## src/rtl/id_pkg.sv

```systemverilog
// Shared decode constants for the ID stage: RV32I opcodes, ALU control codes,
// immediate formats and the small decode helpers built on them.
package id_pkg;

    localparam logic [6:0] OP     = 7'h33;
    localparam logic [6:0] OP_IMM = 7'h13;
    localparam logic [6:0] LOAD   = 7'h03;
    localparam logic [6:0] STORE  = 7'h23;
    localparam logic [6:0] BRANCH = 7'h63;
    localparam logic [6:0] JAL    = 7'h6F;
    localparam logic [6:0] JALR   = 7'h67;
    localparam logic [6:0] LUI    = 7'h37;
    localparam logic [6:0] AUIPC  = 7'h17;

    typedef enum logic [3:0] {
        ALU_ADD   = 4'd0,
        ALU_SUB   = 4'd1,
        ALU_SLL   = 4'd2,
        ALU_SLT   = 4'd3,
        ALU_SLTU  = 4'd4,
        ALU_XOR   = 4'd5,
        ALU_SRL   = 4'd6,
        ALU_SRA   = 4'd7,
        ALU_OR    = 4'd8,
        ALU_AND   = 4'd9,
        ALU_PASSB = 4'd10
    } alu_ctrl_e;

    typedef enum logic [2:0] {
        IMM_NONE,
        IMM_I,
        IMM_S,
        IMM_B,
        IMM_U,
        IMM_J
    } imm_fmt_e;

    // alt selects SUB for funct3=000 and SRA for funct3=101
    function automatic alu_ctrl_e alu_from_f3(input logic [2:0] f3, input logic alt);
        alu_ctrl_e a;
        case (f3)
            3'b000:  a = alt ? ALU_SUB : ALU_ADD;
            3'b001:  a = ALU_SLL;
            3'b010:  a = ALU_SLT;
            3'b011:  a = ALU_SLTU;
            3'b100:  a = ALU_XOR;
            3'b101:  a = alt ? ALU_SRA : ALU_SRL;
            3'b110:  a = ALU_OR;
            default: a = ALU_AND;
        endcase
        return a;
    endfunction

    function automatic logic [31:0] gen_imm(input imm_fmt_e fmt, input logic [31:0] ins);
        logic [31:0] imm;
        case (fmt)
            IMM_I:   imm = {{20{ins[31]}}, ins[31:20]};
            IMM_S:   imm = {{20{ins[31]}}, ins[31:25], ins[11:7]};
            IMM_B:   imm = {{19{ins[31]}}, ins[31], ins[7], ins[30:25], ins[11:8], 1'b0};
            IMM_U:   imm = {ins[31:12], 12'b0};
            IMM_J:   imm = {{11{ins[31]}}, ins[31], ins[19:12], ins[20], ins[30:21], 1'b0};
            default: imm = '0;
        endcase
        return imm;
    endfunction

endpackage

```

## src/rtl/id_stage_pipe_regfile.sv

```systemverilog
// Architectural register file: two combinational read ports, one write port,
// x0 hardwired to zero, optional write-through of the same-cycle write.
module regfile #(
    parameter int  XLEN      = 32,
    parameter int  NREG      = 32,
    parameter int  BYPASS_EN = 1,
    localparam int AW        = $clog2(NREG)
) (
    input  logic            clk,
    input  logic            rst,
    input  logic [AW-1:0]   i_rs1,
    input  logic [AW-1:0]   i_rs2,
    output logic [XLEN-1:0] o_rd1,
    output logic [XLEN-1:0] o_rd2,
    input  logic            i_wr,
    input  logic [AW-1:0]   i_wr_addr,
    input  logic [XLEN-1:0] i_wr_data
);

    logic [NREG-1:0][XLEN-1:0] mem_q, mem_d;
    logic                      wr_en;

    assign wr_en = i_wr && (i_wr_addr != '0);

    always_comb begin
        mem_d = mem_q;
        if (wr_en) mem_d[i_wr_addr] = i_wr_data;
    end

    always_comb begin
        o_rd1 = (i_rs1 == '0) ? '0 : mem_q[i_rs1];
        o_rd2 = (i_rs2 == '0) ? '0 : mem_q[i_rs2];
        if ((BYPASS_EN != 0) && wr_en && (i_wr_addr == i_rs1)) o_rd1 = i_wr_data;
        if ((BYPASS_EN != 0) && wr_en && (i_wr_addr == i_rs2)) o_rd2 = i_wr_data;
    end

    always_ff @(posedge clk) begin
        if (rst) mem_q <= '0;
        else     mem_q <= mem_d;
    end

endmodule

```

## src/rtl/id_stage_pipe.sv

```systemverilog
// RV32I decode stage: decodes one instruction per cycle into an ID/EX register
// with valid/ready handshake, flush, load-use bubble and illegal flagging.
module id_stage_pipe
    import id_pkg::*;
#(
    parameter int  XLEN      = 32,
    parameter int  NREG      = 32,
    parameter int  BYPASS_EN = 1,
    localparam int AW        = $clog2(NREG)
) (
    input  logic            clk,
    input  logic            rst,
    input  logic            i_valid,
    output logic            o_ready,
    input  logic [31:0]     i_instr,
    input  logic [XLEN-1:0] i_pc,
    input  logic            i_wr,
    input  logic [AW-1:0]   i_wr_addr,
    input  logic [XLEN-1:0] i_write_data,
    input  logic            i_flush,
    input  logic            i_ex_ready,
    output logic            o_valid,
    output logic [XLEN-1:0] o_RS1E,
    output logic [XLEN-1:0] o_RS2E,
    output logic [XLEN-1:0] o_ImmE,
    output logic [6:0]      o_OpE,
    output logic [2:0]      o_Func3E,
    output logic [3:0]      o_ALUCtrlE,
    output logic [AW-1:0]   o_RdE,
    output logic [XLEN-1:0] o_PcE,
    output logic            o_IllegalE
);

    localparam logic [5:0] NREG_W = 6'(NREG);

    logic [6:0]      opc, f7;
    logic [2:0]      f3;
    logic [4:0]      rs1_f, rs2_f, rd_f;
    imm_fmt_e        fmt;
    alu_ctrl_e       alu;
    logic            known, use_rs1, use_rs2, has_rd, f7_bad, reg_bad, illegal;
    logic [XLEN-1:0] rd1, rd2, imm_x;
    logic            ld, haz;

    logic            valid_q, valid_d, ill_q, ill_d;
    logic [6:0]      op_q, op_d;
    logic [2:0]      f3_q, f3_d;
    logic [3:0]      alu_q, alu_d;
    logic [AW-1:0]   rd_q, rd_d;
    logic [XLEN-1:0] imm_q, imm_d, pc_q, pc_d, rs1v_q, rs1v_d, rs2v_q, rs2v_d;

    assign opc   = i_instr[6:0];
    assign rd_f  = i_instr[11:7];
    assign f3    = i_instr[14:12];
    assign rs1_f = i_instr[19:15];
    assign rs2_f = i_instr[24:20];
    assign f7    = i_instr[31:25];

    regfile #(.XLEN(XLEN), .NREG(NREG), .BYPASS_EN(BYPASS_EN)) u_rf (
        .clk      (clk),
        .rst      (rst),
        .i_rs1    (rs1_f[AW-1:0]),
        .i_rs2    (rs2_f[AW-1:0]),
        .o_rd1    (rd1),
        .o_rd2    (rd2),
        .i_wr     (i_wr),
        .i_wr_addr(i_wr_addr),
        .i_wr_data(i_write_data)
    );

    always_comb begin
        fmt     = IMM_NONE;
        alu     = ALU_ADD;
        known   = 1'b1;
        use_rs1 = 1'b1;
        use_rs2 = 1'b0;
        has_rd  = 1'b1;
        f7_bad  = 1'b0;
        case (opc)
            OP: begin
                use_rs2 = 1'b1;
                alu     = alu_from_f3(f3, f7[5]);
                f7_bad  = !((f7 == 7'h00) || ((f7 == 7'h20) && ((f3 == 3'b000) || (f3 == 3'b101))));
            end
            OP_IMM: begin
                fmt    = IMM_I;
                alu    = alu_from_f3(f3, (f3 == 3'b101) && f7[5]);
                // funct7 only exists for the shift forms; elsewhere it is immediate
                f7_bad = ((f3 == 3'b001) && (f7 != 7'h00)) ||
                         ((f3 == 3'b101) && (f7 != 7'h00) && (f7 != 7'h20));
            end
            LOAD, JALR: fmt = IMM_I;
            STORE: begin
                fmt     = IMM_S;
                use_rs2 = 1'b1;
                has_rd  = 1'b0;
            end
            BRANCH: begin
                fmt     = IMM_B;
                use_rs2 = 1'b1;
                has_rd  = 1'b0;
                alu     = ALU_SUB;
            end
            LUI: begin
                fmt     = IMM_U;
                use_rs1 = 1'b0;
                alu     = ALU_PASSB;
            end
            AUIPC: begin
                fmt     = IMM_U;
                use_rs1 = 1'b0;
            end
            JAL: begin
                fmt     = IMM_J;
                use_rs1 = 1'b0;
            end
            default: begin
                known  = 1'b0;
                has_rd = 1'b0;
            end
        endcase
        reg_bad = (use_rs1 && ({1'b0, rs1_f} >= NREG_W)) ||
                  (use_rs2 && ({1'b0, rs2_f} >= NREG_W)) ||
                  (has_rd  && ({1'b0, rd_f}  >= NREG_W));
        illegal = !known || (i_instr[1:0] != 2'b11) || f7_bad || reg_bad;
    end

    assign imm_x = XLEN'($signed(gen_imm(fmt, i_instr)));

    // Load-use: the producing load sits in ID/EX and its data is not yet available
    assign ld  = i_ex_ready || !valid_q;
    assign haz = valid_q && (op_q == LOAD) && (rd_q != '0) && i_valid &&
                 ((use_rs1 && (rs1_f == 5'(rd_q))) || (use_rs2 && (rs2_f == 5'(rd_q))));
    assign o_ready = ld && !haz && !i_flush;

    always_comb begin
        valid_d = valid_q;
        ill_d   = ill_q;
        op_d    = op_q;
        f3_d    = f3_q;
        alu_d   = alu_q;
        rd_d    = rd_q;
        imm_d   = imm_q;
        pc_d    = pc_q;
        rs1v_d  = rs1v_q;
        rs2v_d  = rs2v_q;
        if (i_flush) begin
            valid_d = 1'b0;
        end else if (ld && haz) begin
            valid_d = 1'b0;
        end else if (ld && i_valid) begin
            valid_d = 1'b1;
            ill_d   = illegal;
            op_d    = opc;
            f3_d    = f3;
            alu_d   = illegal ? ALU_ADD : alu;
            rd_d    = (illegal || !has_rd) ? '0 : rd_f[AW-1:0];
            imm_d   = imm_x;
            pc_d    = i_pc;
            rs1v_d  = rd1;
            rs2v_d  = rd2;
        end else if (ld) begin
            valid_d = 1'b0;
        end
    end

    always_ff @(posedge clk) begin
        if (rst) begin
            valid_q <= 1'b0;
            ill_q   <= 1'b0;
            op_q    <= '0;
            f3_q    <= '0;
            alu_q   <= '0;
            rd_q    <= '0;
            imm_q   <= '0;
            pc_q    <= '0;
            rs1v_q  <= '0;
            rs2v_q  <= '0;
        end else begin
            valid_q <= valid_d;
            ill_q   <= ill_d;
            op_q    <= op_d;
            f3_q    <= f3_d;
            alu_q   <= alu_d;
            rd_q    <= rd_d;
            imm_q   <= imm_d;
            pc_q    <= pc_d;
            rs1v_q  <= rs1v_d;
            rs2v_q  <= rs2v_d;
        end
    end

    assign o_valid    = valid_q;
    assign o_RS1E     = rs1v_q;
    assign o_RS2E     = rs2v_q;
    assign o_ImmE     = imm_q;
    assign o_OpE      = op_q;
    assign o_Func3E   = f3_q;
    assign o_ALUCtrlE = alu_q;
    assign o_RdE      = rd_q;
    assign o_PcE      = pc_q;
    assign o_IllegalE = ill_q;

endmodule

```

## config.mk

```make
export PLATFORM = sky130hd
export DESIGN_NAME = id_stage_pipe
export DESIGN_NICKNAME = d
export VERILOG_FILES = /design/src/rtl/id_pkg.sv /design/src/rtl/id_stage_pipe_regfile.sv /design/src/rtl/id_stage_pipe.sv
export SDC_FILE = /design/constraint.sdc
export NUM_CORES = 2
export LEC_CHECK = 0
export CAP_MARGIN = 30
export CORE_AREA = 3 3 393 395
export DETAILED_ROUTE_END_ITERATION = 8
export DIE_AREA = 0 0 396 398
export PLACE_DENSITY = 0.67
export RECOVER_POWER = 50
export SYNTH_ARGS = -nofsm -noshare
export SYNTH_HDL_FRONTEND = slang
export SYNTH_HIERARCHICAL = 1
export SYNTH_SLANG_ARGS = --single-unit
```

## constraint.sdc

```tcl
create_clock -name clk -period 2.2 [get_ports clk]
set_clock_uncertainty 0.1 [all_clocks]
set_input_delay 0.33 -clock clk [delete_from_list [all_inputs] [get_ports clk]]
set_output_delay 0.33 -clock clk [all_outputs]
set_load 0.02 [all_outputs]
```

==> summary.md <==
| Metric | Value |
|---|---|
| Reg2Reg Depth | 9 |
| All-Layer GR Usage | 0.326 |
| Pre-CTS WS | -0.708 ns |
| Final period util | 1.34 |
| Global-route wire length before repair | 385000 microns |
| Failing checks | capacitance limit, slew limit, setup timing |
| Syn_nets | 7275 |
| Initial antenna violation count | 11 |
| CP Launch Type | register |
| Initial Util | 0.398 |
| Final Worst Setup Slack | -0.753 ns |
| Reg-to-Reg End | o_RS2E[20] |
| Via count | 60000 |
| GRT overflow | 0 |
| Min cycle time layout | 2.95 ns |
| Crit Path Category | register to output port |
| Worst path required time | 1.77 ns |
| Finished Layout Cells | 9765 |
| Clk_lat worst skew | 0.79 ns |
| Number of synthesized flops with an enable pin | 0 |
| Post-Place Cell Area | 71600 sq um |
| Share of cells above drive strength 1 | 0.188 |
| Area occupied by registers | 23500 sq um |
| Final Power | 50.2 mW |
| Die Y | 398 microns |
| Via density per instance | 6.15 |
| Post-DP HPWL | 181000 microns |
| Nets | 7738 |
| Clock sink total | 1173 |
| Post-Synthesis Cells | 7168 |
| Max-slew violations | 44 |
| PwrDens | 658 nW/um^2 |
| CTS clk-pin slew, worst paths | 0.06 ns |
| Hold Path Stages | 3 |
| CP Data Arrival Time | 2.52 ns |
| Syn avg cell area | 8.42 sq um |
| Ports | 257 |
| CTS tree | built |
| Post-synthesis sequential area ratio | 0.389 |
| # rows | 143 |
| Setup_tns | -164.53 ns |
| Endpoint, Worst Hold | o_PcE[18] |
| Die width | 396 microns |
| Hold/Removal Path Class | input port to register |
| Slew headroom | -0.0956 |
| Gp weighted congestion | 1.00 |
| Status | complete, but fails checks |
| Layout Utilization | 0.504 |
| Vias in the first global route | 57300 |
| Synth async-reset ratio | 0 |
| IO Port Bufs | 256 |
| Die ar. | 158000 sq um |
| H-Tree Depth | 3 |
| Worst-Margin Slew | 1.64 ns |
| Seq cells post-synth | 1173 |
| Total Wirelength | 268000 microns |
| Leakage power | 28.5 nW |
| Root buffer cell | clkbuf_16 |
| DR DRC count | 0 |
| Core box area | 152000 sq um |
| Final Hold Fails | 0 |
| R2r setup slk | -0.37 ns |
| Unrepaired setup endpoints after global routing | yes |
| Placed Cells | 9496 |
| FMAX | 339 MHz |
| Synthesized cell area | 60300 sq um |
| CTS max path bufs | 3 |
| DR WL/cell | 27.4 microns |
| Peak supply drop | 0.634 mV |
| Final setup violation count | 888 |
| Pre-antenna DRT Iters | 9 |
| Largest net degree at the start of global routing | 109 |
| Netlist cell types | 63 |
| Critical Path Fanout Max | 2 |
| Worst Min Path Start | i_pc[18] |
| Reg-to-Reg Start | o_OpE[2] |
| Hold_ws | 0.0267 ns |
| DRT iter0 DRCs | 8685 |
| YS warnings | 6 |
| CP Capture Type | output port |
| Layout Area Growth over Synthesis | 26.5% |
| Final Cell Area | 76300 sq um |
| Main synth FF type | dfxtp_1 |
| Multi-input gate area | 34100 sq um |
| Layout fillers | 13800 |
| Post-route ant nets | 0 |
| CTS buffer count | 121 |
| Max-cap violations | 1 |
-- critical path: stages, from the launching register on --
cell,delay (ns)
dfxtp_4,0.36
nor4b_4,0.27
nand4b_1,0.20
or4_4,0.57
and3_4,0.20
buf_6,0.13
-- repair_timing --
action,CTS,global route
buffers inserted,12,19
resized for setup,175,51
hold buffers,10,0
hold endpoints to repair,10,0
gates cloned,11,6
pin swaps,6,8
endpoints found under the setup margin,232,168
-- flip-flops by register name (all words and copies together) (netlist names), 3 cells and up --
register	flops
o_ALUCtrlE	4
o_Func3E	3
o_ImmE	32
o_OpE	7
o_PcE	32
o_RS1E	32
o_RS2E	32
o_RdE	5
u_rf/mem_q	1024
-- Yosys cell counts (all sizes together), types with 20 or more instances --
| master | number | area [sq um] |
|---|---|---|
| nand4 | 20 | 125 |
| o21ai | 24 | 120 |
| a22o | 41 | 359 |
| a32o | 47 | 470 |
| a22oi | 138 | 1040 |
| xnor2 | 20 | 175 |
| dfxtp | 1173 | 23500 |
| a221oi | 37 | 324 |
| nand2b | 258 | 1610 |
| nand2 | 2145 | 8050 |
| nor2b | 43 | 269 |
| o22ai | 46 | 288 |
| mux2i | 679 | 6800 |
| a21oi | 1107 | 5550 |
| clkbuf | 487 | 1830 |
| nor2 | 93 | 349 |
| buf | 250 | 1400 |
| mux2 | 64 | 721 |
| mux4 | 256 | 5770 |
| nand3 | 94 | 470 |
| o211ai | 22 | 165 |
-- layout make-up --
type                            instances  area share
Multi-Input combinational cell       5253       0.446
Clock buffer                          171      0.0461
Inverter                                5    0.000246
Clock inverter                         50     0.00812
Antenna cell                            6    0.000197
Sequential cell                      1173       0.308
Timing Repair Buffer                 1077       0.158
Tap cell                             2030      0.0333
-- how the worst max path moves through the flow --
stage                     startpoint        end  cells after the start
final                       o_OpE[2]    o_ready                      5
after global routing        o_OpE[2]    o_ready                      5
after CTS                   o_OpE[6]    o_ready                      5
after detailed placement  i_instr[3]    o_ready                      6
after global placement    i_instr[5]    o_ready                      6
after floorplan           i_instr[5]  o_RS1E[0]                      9
-- metal layers --
layer,global-route usage,part of all wire
met2,0.477,0.42
met4,0.234,0.087
met5,0.00554,0.00043
met1,0.409,0.36
met3,0.0944,0.13
-- power by group --
part           switching, mW  internal, mW  leakage, nW
Clock                   9.31          12.5         2.06
Combinational           3.92          2.78         17.0
Sequential             0.227          21.5         9.47
-- cells by family (layout without fill, tap and decap cells) --
| logic type | after synthesis | in the layout | share of synthesized area |
|---|---|---|---|
| AO/OA/AOI/OAI | 1518 | 1518 | 0.146 |
| XOR/XNOR | 20 | 20 | 0.00290 |
| buffers and inverters | 742 | 1303 | 0.0538 |
| flip-flops | 1173 | 1173 | 0.389 |
| multiplexers | 999 | 999 | 0.220 |
| other | 0 | 6 | 0 |
| AND/OR/NAND/NOR | 2716 | 2716 | 0.188 |
-- placed cells by master (no fill, tap or decap), types with 20 or more instances in the layout --
cell	n
clkdlybuf4s50_1	103
clkbuf_16	127
nand2b_1	258
a32o_1	47
clkbuf_8	30
dlygate4sd2_1	116
dfxtp_1	1162
mux4_2	256
clkinv_2	30
clkbuf_1	23
o22ai_1	46
nor2b_1	35
a22oi_1	138
mux2i_1	674
nor2_1	58
buf_12	245
a21oi_1	1106
nand4_1	20
o211ai_1	22
nand3_1	93
a221oi_1	37
nor2_4	35
nand2_1	2130
mux2_2	64
buf_4	516
a22o_1	41
Power figures use the tool's default switching activity.
